===== src/rtl/serial_adder_pkg.sv =====
// Shared constants for the bit-serial adder: state encoding and default operand width.
package serial_adder_pkg;

  localparam int unsigned DefaultWidth = 8;

  // 2'd3 is unused and recovers to StIdle.
  typedef enum logic [1:0] {
    StIdle  = 2'd0,
    StShift = 2'd1,
    StDone  = 2'd2
  } state_e;

endpackage


===== src/rtl/FA.sv =====
// Single-bit full adder, reused once per cycle by the serial adder.
module FA (
  input  logic a,
  input  logic b,
  input  logic c_in,
  output logic s,
  output logic c_out
);

  assign s     = a ^ b ^ c_in;
  assign c_out = (a & b) | (c_in & (a ^ b));

endmodule


===== src/rtl/serial_adder.sv =====
// Bit-serial ripple adder: one operand bit per cycle through a single full adder,
// with the carry held in a flop between cycles and a start/done handshake.
module serial_adder
  import serial_adder_pkg::*;
#(
  parameter int unsigned WIDTH = DefaultWidth
) (
  input  logic             clk,
  input  logic             rst,
  input  logic             start,
  input  logic [WIDTH-1:0] a,
  input  logic [WIDTH-1:0] b,
  input  logic             c_in,
  output logic             busy,
  output logic             done,
  output logic [WIDTH-1:0] sum,
  output logic             c_out
);

  localparam int unsigned CntW = (WIDTH > 1) ? $clog2(WIDTH) : 1;
  localparam logic [CntW-1:0] CntLast = CntW'(WIDTH - 1);

  state_e           state_q, state_d;
  logic [WIDTH-1:0] a_sr_q, a_sr_d;
  logic [WIDTH-1:0] b_sr_q, b_sr_d;
  logic [WIDTH-1:0] sum_sr_q, sum_sr_d;
  logic             carry_q, carry_d;
  logic [CntW-1:0]  cnt_q, cnt_d;
  logic [WIDTH-1:0] sum_q, sum_d;
  logic             c_out_q, c_out_d;

  logic             fa_s;
  logic             fa_co;
  logic [WIDTH:0]   sum_cat;
  logic [WIDTH-1:0] sum_shift;
  logic             sr_lsb_unused;

  FA u_fa (
    .a     (a_sr_q[0]),
    .b     (b_sr_q[0]),
    .c_in  (carry_q),
    .s     (fa_s),
    .c_out (fa_co)
  );

  // New sum bit enters at the MSB; the oldest bit drops off the LSB end.
  assign sum_cat       = {fa_s, sum_sr_q};
  assign sum_shift     = sum_cat[WIDTH:1];
  assign sr_lsb_unused = sum_cat[0];

  // Next-state, datapath updates and operand capture.
  always_comb begin
    state_d  = state_q;
    a_sr_d   = a_sr_q;
    b_sr_d   = b_sr_q;
    sum_sr_d = sum_sr_q;
    carry_d  = carry_q;
    cnt_d    = cnt_q;
    sum_d    = sum_q;
    c_out_d  = c_out_q;
    case (state_q)
      StIdle: begin
        if (start) begin
          a_sr_d  = a;
          b_sr_d  = b;
          carry_d = c_in;
          cnt_d   = '0;
          state_d = StShift;
        end
      end
      StShift: begin
        a_sr_d   = a_sr_q >> 1;
        b_sr_d   = b_sr_q >> 1;
        sum_sr_d = sum_shift;
        carry_d  = fa_co;
        cnt_d    = cnt_q + CntW'(1);
        if (cnt_q == CntLast) begin
          sum_d   = sum_shift;
          c_out_d = fa_co;
          state_d = StDone;
        end
      end
      StDone: begin
        // Re-accepting start here gives back-to-back operation without an idle cycle.
        state_d = StIdle;
        if (start) begin
          a_sr_d  = a;
          b_sr_d  = b;
          carry_d = c_in;
          cnt_d   = '0;
          state_d = StShift;
        end
      end
      default: state_d = StIdle;
    endcase
  end

  // State and datapath registers with synchronous reset.
  always_ff @(posedge clk) begin
    if (rst) begin
      state_q  <= StIdle;
      a_sr_q   <= '0;
      b_sr_q   <= '0;
      sum_sr_q <= '0;
      carry_q  <= 1'b0;
      cnt_q    <= '0;
      sum_q    <= '0;
      c_out_q  <= 1'b0;
    end else begin
      state_q  <= state_d;
      a_sr_q   <= a_sr_d;
      b_sr_q   <= b_sr_d;
      sum_sr_q <= sum_sr_d;
      carry_q  <= carry_d;
      cnt_q    <= cnt_d;
      sum_q    <= sum_d;
      c_out_q  <= c_out_d;
    end
  end

  assign busy  = (state_q == StShift);
  assign done  = (state_q == StDone);
  assign sum   = sum_q;
  assign c_out = c_out_q;

endmodule


===== config.mk =====
export PLATFORM = sky130hd
export DESIGN_NAME = serial_adder
export DESIGN_NICKNAME = d
export VERILOG_FILES = /design/src/rtl/serial_adder_pkg.sv /design/src/rtl/FA.sv /design/src/rtl/serial_adder.sv
export SDC_FILE = /design/constraint.sdc
export NUM_CORES = 1
export LEC_CHECK = 0
export ABC_CLOCK_PERIOD_IN_PS = 1500
export CORE_UTILIZATION = 35
export DETAILED_ROUTE_END_ITERATION = 10
export MAX_ROUTING_LAYER = met4
export PLACE_DENSITY = 0.55
export SKIP_CTS_REPAIR_TIMING = 1
export SYNTH_ARGS = -nofsm -noshare
export SYNTH_HDL_FRONTEND = slang
export SYNTH_HIERARCHICAL = 1
export SYNTH_SLANG_ARGS = --single-unit

===== constraint.sdc =====
create_clock -name clk -period 1.5 [get_ports clk]
set_input_delay 0.15 -clock clk [delete_from_list [all_inputs] [get_ports clk]]
set_output_delay 0.15 -clock clk [all_outputs]
set_load 0.05 [all_outputs]

* Yosys cells after proc, flatten, opt, wreduce, memory -nomap -nowiden
Cells that the tools add are included.
** Word-level totals
- Register bits :: 39
- Input bits :: 20
- Logic and storage cells :: 38
** Cells by class
- Add/subtract/negate cells :: 1
- Eq/ne operators :: 6
- Multiplexer cells :: 12
- Bitwise operators :: 5
- Reductions and logical operators :: 6
** Operator list (number)
- one-hot mux 8 bit (2 select lines) :: 2
- two-way mux 8 bit :: 2
- one-hot mux 2 bit (3 select lines) :: 1
- one-hot mux 3 bit (2 select lines) :: 1
- AND reduction 2 bit :: 3
- two-way mux 2 bit :: 2
- != test 2 x 1 -> 1 bit, second input constant :: 2
- adder 3 x 1 -> 3 bit, second input constant :: 1
- equality test 3 bit, second input constant :: 1
- two-way mux 3 bit :: 1
- bitwise AND 1 bit :: 2
- equality test 2 x 1 -> 1 bit, second input constant :: 1
- equality test 2 bit, second input constant :: 1
- logical NOT 2 bit :: 1
- two-way mux 1 bit :: 2
- != test 2 bit, second input constant :: 1
- one-hot mux 1 bit (2 select lines) :: 1
- nonzero test 2 bit :: 1
- OR reduction 2 bit :: 1
- bitwise XOR 1 bit :: 2
- bitwise OR 1 bit :: 1

* Logic depth before layout (Yosys ltp)
Gate-level depths: netlist of the first run.
- Word-level depth :: 4
- Depth in mapped cells :: 6
- Depth with buffers taken out :: 5

* Hierarchy
Netlist of the first run, hierarchy kept.
** By module, submodules not included
- serial_adder :: times used 1, cells each 172, area an instance 1666.6 µm², seq. area each 760.7 µm²
- FA :: times used 1, cells each 1, area an instance 20.0 µm², seq. area each 0.0 µm²

* Worst setup path before layout of the first run
No wires, ideal clock.
- Path kind :: register to output
- Start point :: reg state_q[0]
- End point :: out done
- Data arrival time :: 1360 ps
- Required time :: 1350 ps
- Path slack :: -10 ps
- Stages on the path, launching flop included :: 4
- Buffers on the path :: 2
- Path through :: dfxtp_1 buf_6 buf_4 nor2b_1
** Between the ends
- Cells in the longest elaborated chain, start to end :: 1
** RTL lines
- start, declared :: line serial_adder.sv:23 : state_e state_q, state_d;
- start signal, assigned :: line serial_adder.sv:101 : state_q <= StIdle;
- start signal, assigned :: line serial_adder.sv:110 : state_q <= state_d;
- equality test 2 bit :: line serial_adder.sv:122 : assign done = (state_q == StDone);
- end, declared :: line serial_adder.sv:15 : output logic done,
Every way passes these cells.

* Worst setup path in the final report of the first run
Ends and elaborated chain as after synthesis.

==> results of run 1 <==
==> critical path, cell delays in order (launching register included) <==
cell	delay, ps
dfxtp_2	440
buf_4	280
nor2b_2	60
buf_4	190
==> stage by stage <==
step	utilization (%)	worst slack (ps)	instance area, um^2	hold slack, ps
4_1_cts	48.2	-76.4	2170	420
2_1_floorplan	-	247	1690	286
5_1_grt	48.5	50.4	2190	441
3_5_place_dp	46.1	80.3	2070	448
6_report	48.5	94.3	2190	424
3_3_place_gp	46.1	160	2070	442
==> synth_stat cells <==
| master | n | area, um^2 |
|---|---|---|
| buf_1 | 1 | 3.75 |
| nand2b_4 | 2 | 27.5 |
| fa_1 | 1 | 20.0 |
| nor2_1 | 2 | 7.51 |
| clkbuf_1 | 4 | 15.0 |
| dfxtp_1 | 38 | 761 |
| nor2b_2 | 1 | 8.76 |
| nor3_1 | 7 | 35.0 |
| nand3_1 | 14 | 70.1 |
| mux2i_1 | 15 | 150 |
| nand2_4 | 1 | 11.3 |
| buf_4 | 3 | 22.5 |
| nor3_2 | 8 | 80.1 |
| inv_2 | 1 | 3.75 |
| o21a_1 | 1 | 7.51 |
| ha_1 | 2 | 25.0 |
| buf_2 | 3 | 15.0 |
| nand2_1 | 27 | 101 |
| buf_6 | 3 | 33.8 |
| a211oi_2 | 10 | 125 |
| nand2b_1 | 1 | 6.26 |
| nor2b_1 | 1 | 6.26 |
| nand3b_1 | 1 | 7.51 |
| a21oi_1 | 21 | 105 |
| a211oi_1 | 5 | 37.5 |
==> routing by layer <==
| metal | GRT usage [%] | share of wire [%] |
|---|---|---|
| met1 | 19.6 | 49 |
| met2 | 25.0 | 46 |
| met3 | 3.09 | 3.6 |
| met4 | 5.33 | 0.92 |
| met5 | - | 0 |
==> final cells by class <==
| class | instances | area, um^2 |
|---|---|---|
| inverters | 1 | 3.75 |
| fillers | 435 | 2320 |
| clock inverters | 2 | 12.5 |
| multi-input cells | 120 | 835 |
| flip-flops and latches | 38 | 762 |
| well taps | 52 | 65.1 |
| clock buffers | 6 | 82.6 |
| repair buffers | 42 | 425 |
==> state kept, by name, indices dropped and copies added, names as in the netlist <==
| register | flops |
|---|---|
| cnt_q | 3 |
| a_sr_q | 8 |
| carry_q | 1 |
| state_q | 2 |
| b_sr_q | 8 |
| sum | 8 |
| c_out | 1 |
| sum_sr_q | 7 |
==> path summary, 6_finish.rpt <==
kind                  to  slack (ps)
max                 done          90
min            a_sr_q[7]         420
max reg2reg       sum[4]         260
min reg2reg  sum_sr_q[1]         450
==> placed cells by master (no fill, tap or decap) <==
master / n
a211oi_2: 10
buf_4: 18
fa_1: 1
nand2b_1: 1
clkdlybuf4s50_1: 19
dfxtp_1: 37
nor2b_2: 2
clkinvlp_4: 1
nand3_1: 14
ha_1: 2
dfxtp_2: 1
a211oi_1: 5
nand2b_4: 2
inv_2: 1
nor2_1: 2
buf_12: 5
clkinv_2: 1
nand3b_1: 1
a21oi_1: 21
clkbuf_8: 6
o21a_1: 1
mux2i_1: 15
nor3_2: 8
nor3_1: 7
nand2_1: 27
nand2_4: 1
==> report_power, final <==
part	total, uW	switching (uW)	internal, uW
sequential	1110	44.1	1070
clock	720	351	369
combinational	393	192	201
total	2220	587	1640
==> logic make-up after synthesis <==
family,synth area share [%]
buffers and inverters,5.56
multiplexers,8.90
flip-flops,45.1
AO/OA/AOI/OAI,16.3
adder cells (fa/ha/maj),2.67
AND/OR/NAND/NOR,21.4
==> run_results.csv, run 1 <==
group,metric,value,unit
status,status,"finished clean",
setup_path,required,1350,ps
floorplanning,ios,31,
global_route,antenna_found_initial,0,
global_route,grt_pass1_vias,1344,
min_path,min_path_type,"in -> reg",
sta,fmax,0.711,GHz
clock_tree,cts.sinks,38,
clock_tree,cts_max_path_buffers,2,
routing,first_pass_iters,4,
routing,wl,3480,um
layout,nets,231,
min_path,whs_path_depth,3,
floorplanning,num_rows,24,
layout,instances_no_fill,261,
synth,synth.avg_cell_area,9.75,um^2
synth,ys_types,25,
sta,worstMarginPinSlew,235,ps
global_route,overflow,0,
synth,ys_ff_latch,38,
sta,hold_viol_final,0,
setup_path,cp-end-kind,"output pin",
setup_path,rr_startpoint,"cnt_q[0]",
sta,period_minus_slack,1410,ps
clock_tree,tritoncts,"yes",
floorplanning,dieArea,5100,um^2
synth,netlist_instances,173,
layout,diodes,0,
sta,slew_viol_final,0,
floorplanning,dieWidth,71.4,um
sta,period_share,93.7,%
layout,area_growth,29.6,%
synth,ys_warn_count,6,
global_route,grt_pass1_wl,6010,um
synth,synth_fp_nets,196,
min_path,hold_start,"a[7]",
place,dpl.cell_count,251,
flow_run,drv_cap,0,
place,gp_congestion,0.736,
sta,maxSlewHeadroom,84.4,%
power_and_ir_drop,peakVddDrop,0.572,mV
routing,drc,0,
clock_tree,numCtsBuffers,5,
setup_path,crit_type,"reg -> out",
synth,syn_area,1690,um^2
clock_tree,htreeDepth,2,
layout,drive_above_1_share,26.8,%
power_and_ir_drop,power_density,1020,nW/um^2
global_route,grt.total_usage,15.6,%
place,hpwlAfterDp,2370,um
routing,drtAntennaViolNets,0,
sta,finClkSkew,7.52,ps
setup_path,critPathArrivalTime,1260,ps
setup_path,path_max_fanout,12,
routing,viasPerCell,5.05,
clock_tree,clk_latency,280,ps
routing,wire_per_inst,13.3,um
sta,timing.setup.tns,0,ps
sta,finalSetupViolations,0,
routing,route.vias.total,1319,
setup_path,r2r_cells,6,
synth,seq_area_frac_synth,45.1,%
floorplanning,start_util,37.4,%
floorplanning,die_y,71.4,um
global_route,grt_max_degree,39,
setup_path,cp-startpoint,"state_q[0]",
clock_tree,path_clk_slew,70,ps
power_and_ir_drop,power,2220,uW
routing,drt_iter0_drc,71,
sta,rsz0062_at_grt,"false",
setup_path,crit_path_start_kind,"flop",
place,portBuffers,30,
clock_tree,clock-root-buffer,"clkbuf_8",
power_and_ir_drop,p_leak,0.000800,uW
floorplanning,core_area,4500,um^2
Power figures use the tool's default switching activity.
==> run 2: changes to the inputs <==
- GPL_TIMING_DRIVEN: unset -> 1
==> results of run 2 <==
No change in the layout: final DEF, timing and power equal those of run 1.
